--- src/rtl/ct_fcnvt_pkg.sv ---
// Shared encodings and saturation constants for the float-to-integer convert path.
package ct_fcnvt_pkg;

    localparam int XLEN = 64;

    typedef enum logic [1:0] {
        FT_W  = 2'b00,
        FT_WU = 2'b01,
        FT_L  = 2'b10,
        FT_LU = 2'b11
    } ftype_e;

    typedef enum logic [2:0] {
        RM_RNE = 3'd0,
        RM_RTZ = 3'd1,
        RM_RDN = 3'd2,
        RM_RUP = 3'd3,
        RM_RMM = 3'd4
    } rm_e;

    localparam int FF_NV = 4;
    localparam int FF_DZ = 3;
    localparam int FF_OF = 2;
    localparam int FF_UF = 1;
    localparam int FF_NX = 0;

    // 32-bit bounds are stored already sign-extended to XLEN.
    localparam logic [63:0] W_MAX  = 64'h0000_0000_7FFF_FFFF;
    localparam logic [63:0] W_MIN  = 64'hFFFF_FFFF_8000_0000;
    localparam logic [63:0] WU_MAX = 64'hFFFF_FFFF_FFFF_FFFF;
    localparam logic [63:0] L_MAX  = 64'h7FFF_FFFF_FFFF_FFFF;
    localparam logic [63:0] L_MIN  = 64'h8000_0000_0000_0000;
    localparam logic [63:0] LU_MAX = 64'hFFFF_FFFF_FFFF_FFFF;
    localparam logic [63:0] U_MIN  = 64'h0;

    function automatic logic [63:0] sat_max(input ftype_e t);
        case (t)
            FT_W:    sat_max = W_MAX;
            FT_WU:   sat_max = WU_MAX;
            FT_L:    sat_max = L_MAX;
            default: sat_max = LU_MAX;
        endcase
    endfunction

    function automatic logic [63:0] sat_min(input ftype_e t);
        case (t)
            FT_W:    sat_min = W_MIN;
            FT_L:    sat_min = L_MIN;
            default: sat_min = U_MIN;
        endcase
    endfunction

endpackage

--- src/rtl/ct_fcnvt_ftoi_sat.sv ---
// Combinational saturation / sign application for the rounded magnitude.
// Zero latency; no flow control of its own.
module ct_fcnvt_ftoi_sat
    import ct_fcnvt_pkg::*;
(
    input  logic [64:0] mag_i,
    input  logic        sign_i,
    input  ftype_e      type_i,
    input  logic        nan_i,
    input  logic        inf_ovf_i,
    input  logic        inexact_i,
    output logic [63:0] result_o,
    output logic [4:0]  fflags_o
);

    logic        is32;
    logic        is_uns;
    logic [64:0] lim;
    logic [63:0] max_v;
    logic [63:0] min_v;
    logic [63:0] neg_mag;
    logic [63:0] res;
    logic        nv;
    logic        nx;

    always_comb begin
        is32    = (type_i == FT_W) || (type_i == FT_WU);
        is_uns  = type_i[0];
        max_v   = sat_max(type_i);
        min_v   = sat_min(type_i);
        neg_mag = ~mag_i[63:0] + 64'd1;
        lim     = is32 ? 65'h0_0000_0000_7FFF_FFFF : 65'h0_7FFF_FFFF_FFFF_FFFF;
        res     = '0;
        nv      = 1'b0;
        nx      = 1'b0;
        if (nan_i) begin
            res = max_v;
            nv  = 1'b1;
        end else if (inf_ovf_i) begin
            res = sign_i ? min_v : max_v;
            nv  = 1'b1;
        end else if (!is_uns) begin
            // Negative side reaches one further than the positive side.
            if (sign_i ? (mag_i > lim + 65'd1) : (mag_i > lim)) begin
                res = sign_i ? min_v : max_v;
                nv  = 1'b1;
            end else begin
                res = sign_i ? neg_mag : mag_i[63:0];
                nx  = inexact_i;
            end
        end else if (sign_i) begin
            res = '0;
            nv  = (mag_i != 65'd0);
            nx  = (mag_i == 65'd0) & inexact_i;
        end else if (is32 ? (mag_i[64:32] != 33'd0) : mag_i[64]) begin
            res = max_v;
            nv  = 1'b1;
        end else begin
            res = mag_i[63:0];
            nx  = inexact_i;
        end
        if (is32) begin
            res = {{32{res[31]}}, res[31:0]};
        end
        result_o        = res;
        fflags_o        = '0;
        fflags_o[FF_NV] = nv;
        fflags_o[FF_NX] = nx & ~nv;
    end

endmodule

--- src/rtl/ct_fcnvt_ftoi_rnd.sv ---
// ftoi round (ex1->ex2) and saturate (ex2->ex3); 2-cycle latency.
// ex1_stall freezes every stage; rtu_flush kills both valids and beats stall and new input.
module ct_fcnvt_ftoi_rnd
    import ct_fcnvt_pkg::*;
(
    input  logic        forever_cpuclk,
    input  logic        cpurst_b,
    input  logic        ex1_vld,
    input  logic        ex1_stall,
    input  logic        rtu_flush,
    input  logic        ex1_sign,
    input  logic [2:0]  ex1_rm,
    input  logic [1:0]  ex1_type,
    input  logic        ex1_nan,
    input  logic        ex1_inf_ovf,
    input  logic [63:0] fsh_i_v_nm,
    input  logic [53:0] fsh_i_x_nm,
    output logic        ex3_vld,
    output logic [63:0] ex3_result,
    output logic [4:0]  ex3_fflags
);

    logic        guard;
    logic        sticky;
    logic        inexact;
    logic        inc;
    logic [64:0] mag_d;

    logic        ex2_vld_q, ex2_vld_d;
    logic        ex2_sign_q;
    ftype_e      ex2_type_q;
    logic        ex2_nan_q;
    logic        ex2_inf_ovf_q;
    logic        ex2_inexact_q;
    logic [64:0] ex2_mag_q;

    logic        ex3_vld_q, ex3_vld_d;
    logic [63:0] ex3_result_q, ex3_result_d;
    logic [4:0]  ex3_fflags_q, ex3_fflags_d;

    always_comb begin
        guard   = fsh_i_x_nm[53];
        sticky  = |fsh_i_x_nm[52:0];
        inexact = guard | sticky;
        case (ex1_rm)
            RM_RNE:  inc = guard & (sticky | fsh_i_v_nm[0]);
            RM_RDN:  inc = ex1_sign & inexact;
            RM_RUP:  inc = ~ex1_sign & inexact;
            RM_RMM:  inc = guard;
            default: inc = 1'b0;
        endcase
        mag_d = {1'b0, fsh_i_v_nm} + {64'd0, inc};
    end

    always_comb begin
        ex2_vld_d = ex2_vld_q;
        ex3_vld_d = ex3_vld_q;
        if (rtu_flush) begin
            ex2_vld_d = 1'b0;
            ex3_vld_d = 1'b0;
        end else if (!ex1_stall) begin
            ex2_vld_d = ex1_vld;
            ex3_vld_d = ex2_vld_q;
        end
    end

    ct_fcnvt_ftoi_sat u_sat (
        .mag_i     (ex2_mag_q),
        .sign_i    (ex2_sign_q),
        .type_i    (ex2_type_q),
        .nan_i     (ex2_nan_q),
        .inf_ovf_i (ex2_inf_ovf_q),
        .inexact_i (ex2_inexact_q),
        .result_o  (ex3_result_d),
        .fflags_o  (ex3_fflags_d)
    );

    always_ff @(posedge forever_cpuclk or negedge cpurst_b) begin
        if (!cpurst_b) begin
            ex2_vld_q <= 1'b0;
            ex3_vld_q <= 1'b0;
        end else begin
            ex2_vld_q <= ex2_vld_d;
            ex3_vld_q <= ex3_vld_d;
        end
    end

    always_ff @(posedge forever_cpuclk or negedge cpurst_b) begin
        if (!cpurst_b) begin
            ex2_sign_q    <= 1'b0;
            ex2_type_q    <= FT_W;
            ex2_nan_q     <= 1'b0;
            ex2_inf_ovf_q <= 1'b0;
            ex2_inexact_q <= 1'b0;
            ex2_mag_q     <= '0;
        end else if (ex1_vld && !ex1_stall) begin
            ex2_sign_q    <= ex1_sign;
            ex2_type_q    <= ftype_e'(ex1_type);
            ex2_nan_q     <= ex1_nan;
            ex2_inf_ovf_q <= ex1_inf_ovf;
            ex2_inexact_q <= inexact;
            ex2_mag_q     <= mag_d;
        end
    end

    always_ff @(posedge forever_cpuclk or negedge cpurst_b) begin
        if (!cpurst_b) begin
            ex3_result_q <= '0;
            ex3_fflags_q <= '0;
        end else if (ex2_vld_q && !ex1_stall) begin
            ex3_result_q <= ex3_result_d;
            ex3_fflags_q <= ex3_fflags_d;
        end
    end

    assign ex3_vld    = ex3_vld_q;
    assign ex3_result = ex3_result_q;
    assign ex3_fflags = ex3_fflags_q;

endmodule
--- config.mk ---
export PLATFORM = sky130hd
export DESIGN_NAME = ct_fcnvt_ftoi_rnd
export DESIGN_NICKNAME = d
export VERILOG_FILES = /design/src/rtl/ct_fcnvt_pkg.sv /design/src/rtl/ct_fcnvt_ftoi_sat.sv /design/src/rtl/ct_fcnvt_ftoi_rnd.sv
export SDC_FILE = /design/constraint.sdc
export NUM_CORES = 1
export LEC_CHECK = 0
export ABC_CLOCK_PERIOD_IN_PS = 3960
export BUFFER_PORTS_ARGS = -buffer_cell sky130_fd_sc_hd__buf_2
export CAP_MARGIN = 20
export CORE_MARGIN = 8
export CORE_UTILIZATION = 40
export CTS_BUF_LIST = sky130_fd_sc_hd__clkbuf_8
export CTS_CLUSTER_DIAMETER = 40
export DETAILED_ROUTE_END_ITERATION = 7
export PLACE_DENSITY_LB_ADDON = 0.15
export SLEW_MARGIN = 10
export SYNTH_ARGS = -nofsm -noshare
export SYNTH_HDL_FRONTEND = slang
export SYNTH_SLANG_ARGS = --single-unit
--- constraint.sdc ---
create_clock -name forever_cpuclk -period 3.96 [get_ports forever_cpuclk]
set_clock_uncertainty 0.05 [all_clocks]
set_input_delay 0.594 -clock forever_cpuclk [delete_from_list [all_inputs] [get_ports forever_cpuclk]]
set_output_delay 0.594 -clock forever_cpuclk [all_outputs]
set_load 0.02 [all_outputs]
==> summary.md <==
| Metric | Value |
|---|---|
| Status | `finished clean` |
| Final slew viol count | `0` |
| GRT Overall Usage | `between 20% and 30%` |
| Largest net degree at the start of global routing | `101` |
| Placed Area | `between 10000 and 15000 um^2` |
| Number of H-tree branching levels | `4` |
| Clk_lat worst skew | `0.46 ns` |
| Worst-case vdd ir drop | `0.313 mV` |
| DR pass1 iterations | `5` |
| Endpoints failing setup | `0` |
| Reg2reg end | `ex3_result[63]` |
| Sequential area share after synthesis | `between 30% and 40%` |
| Power per Cell Area | `around 450 nW/um^2` |
| Num ports | `201` |
| Path type of the worst min-delay path | `in2async` |
| CTS tree | `yes` |
| Post-CTS sizing | `0` |
| RSZ-0062 raised after global routing | `false` |
| Gpl congestion | `between 0.9 and 1` |
| Fin util | `47.7%` |
| Cell variety after synth | `just over 80` |
| Pleak | `a little over 5 nW` |
| Clock Path Buffers | `2` |
| Antenna violations before repair | `1` |
| Fin crit period | `between 3 and 4 ns` |
| DRT antenna net count | `0` |
| WL final | `36.9 mm` |
| Layout cells sized above 1 | `21.3%` |
| Slew of the pin with the lowest slew margin | `~0.98 ns` |
| CP cell instances | `inv_1 > buf_12 > ha_1 > and2_1 > a221o_1 > a22oi_1 > nand3_1 > o211ai_1 > buf_4 > o211ai_1 > a41o_1 > a21o_1 > a211oi_1` |
| Hold WS | `~0.14 ns` |
| Slowest CP cell | `dfrtp_1` |
| Die height | `roughly 180 um` |
| Die Area | `approximately 31000 um^2` |
| Post-synth EDFFs | `0` |
| Crit path depth | `13` |
| Routed vias | `around 11000` |
| Worst r2r path cells | `13` |
| Post-CTS Hold Buffers | `0` |
| Filler cell count | `~2700` |
| Total Neg Setup Slack | `0 ns` |
| Vias/cell | `5.85` |
| Root Buffer | `clkbuf_8` |
| Starting DRT DRC Count | `between 900 and 1000` |
| Crit-path most repeated cell | `o211ai_1` |
| Row count | `between 50 and 60` |
| Hold Fails Final Rpt | `0` |
| Port buffer count | `about 200` |
| Ys flop type | `dfrtp_1` |
| Area Overhead vs Synth | `18.3%` |
| DRC Markers | `0` |
| Crit-path leading delay family | `compound AO/OA/AOI/OAI gates` |
| Post-CTS setup buffer count | `0` |
| DR WL/cell | `19.9 um` |
| Final instance area | `roughly 12000 um^2` |
| Final HPWL from detailed placement | `just under 30 mm` |
| Total core area | `~26000 um^2` |
| Commonest non-fill, non-tap cell in the layout | `buf_2` |
| Mapped Area | `roughly 10000 um^2` |
| Commonest cells after routing, fill and taps aside | `buf_2, o21ai_0, nand2_1, dfrtp_1, nor2_1` |
| Worst EP required | `roughly 4.3 ns` |
| Total gr overflow | `0` |
| Worst slew margin | `35.0%` |
| N_diodes | `0` |
| TritonCTS buffer count | `17` |
| Asr flop ratio synth | `100%` |
| Nets | `about 1700` |
| CP Launch Type | `flip-flop` |
| CP Capture Type | `flip-flop` |
| Fraction of the cycle the final worst path needs | `a little over 90%` |
| Seq cells post-synth | `139` |
| Achievable Freq | `roughly 270 MHz` |
| Buf/Inv on CP | `3` |
| Crit path DAT | `slightly below 4 ns` |
| Worst-path clk slew | `roughly 0.09 ns` |
| Max cap viols | `0` |
| Clock sinks | `about 140` |
| Worst-path fanout max | `35` |
| Global-route wire length before repair | `58.0 mm` |
| Reg2Reg Launch Point | `ex2_type_q[1]` |
| Worst reg2reg setup slack | `0.31 ns` |
| Initial Utilization | `40.3%` |
| DIE WIDTH | `around 180 um` |
| Worst path max stage delay | `between 0.3 and 0.4 ns` |
| Average size of a mapped cell | `7.86 um^2` |
| Post-Syn Instances | `between 1000 and 1500` |
| Syn. warnings | `0` |
| Number of global-route vias before repair | `between 10000 and 15000` |
| Setup CP Type | `reg2reg` |
## layer usage
layer | track usage [%] | wire [um]
met5 | 0 | 12
met4 | 6.60 | 634
met2 | 33.3 | 15400
met3 | 5.19 | 3240
met1 | 34.2 | 17700
## stage by stage
stage / power [mW] / setup slack, ns / instances
floorplan: 3.49 / 0.348 / 1327
global placement: 4.37 / 0.185 / 1824
detailed placement: 4.40 / 0.116 / 1824
CTS: 5.55 / 0.297 / 1855
global route: 5.89 / 0.0281 / 1855
finish: 5.53 / 0.310 / 1855
## sequential cells by signal, indices dropped and copies added, names as in the netlist
name,cells
ex3_result,64
ex2_vld_q,1
ex2_inexact_q,1
ex3_vld,1
ex2_inf_ovf_q,1
ex3_fflags,2
ex2_sign_q,1
ex2_type_q,2
ex2_mag_q,65
ex2_nan_q,1
## synthesized netlist by cell type (11+ instances only)
cell	n	area share [%]
nand2b_1	11	0.66
and2_1	15	0.90
xnor2_1	21	1.8
and3_1	15	0.90
nand2_1	153	5.5
a31oi_1	19	1.1
nor3_1	47	2.3
o21ai_0	166	8.0
a211oi_1	26	1.9
dfrtp_1	139	33
o22a_1	14	1.2
or3_1	15	0.90
nor2_1	130	4.7
inv_1	15	0.54
nand3_1	46	2.2
a21oi_1	63	3.0
nand4_1	44	2.6
ha_1	38	4.6
a21o_1	18	1.3
xor2_1	52	4.4
clkbuf_1	81	2.9
a221oi_1	12	1.0
nor4_1	33	2.0
## final cells by class
cell class | count | area (um^2) | share of cell area [%]
Multi-Input combinational cell | 1075 | 6500 | 52.8
Sequential cell | 139 | 3480 | 28.2
Timing Repair Buffer | 259 | 1480 | 12.0
Tap cell | 335 | 419 | 3.40
Clock buffer | 19 | 262 | 2.12
Clock inverter | 12 | 115 | 0.934
Inverter | 16 | 60.1 | 0.488
## cell families (layout without fill, tap and decap cells)
logic type | Yosys count | count (layout) | share of synthesized area [%]
simple gates | 558 | 558 | 26.9
compound gates | 395 | 395 | 23.8
flops | 139 | 139 | 33.4
buf+inv | 113 | 306 | 4.44
xor+xnor | 73 | 73 | 6.14
fa+ha+maj | 38 | 38 | 4.56
mux | 8 | 8 | 0.781
other cells | 1 | 3 | 0.0360
## worst max path at each step
| stage | from | endpoint | slack, ns |
|---|---|---|---|
| after floorplan | ex2_type_q[1] | ex3_result[45] | 0.35 |
| after global placement | fsh_i_x_nm[42] | ex2_mag_q[55] | 0.19 |
| after detailed placement | fsh_i_x_nm[42] | ex2_mag_q[55] | 0.12 |
| after CTS | ex2_type_q[1] | ex3_result[61] | 0.30 |
| after global routing | ex2_type_q[1] | ex3_result[43] | 0.03 |
| final | ex2_type_q[1] | ex3_result[63] | 0.31 |
## where the power goes
group / leakage (nW) / internal, mW / switching, mW
clock: 0.185 / 0.533 / 0.610
sequential: 1.64 / 1.75 / 0.325
combinational: 3.28 / 0.869 / 1.44
total: 5.10 / 3.15 / 2.38
No activity file was read; power rests on OpenSTA's default activity.
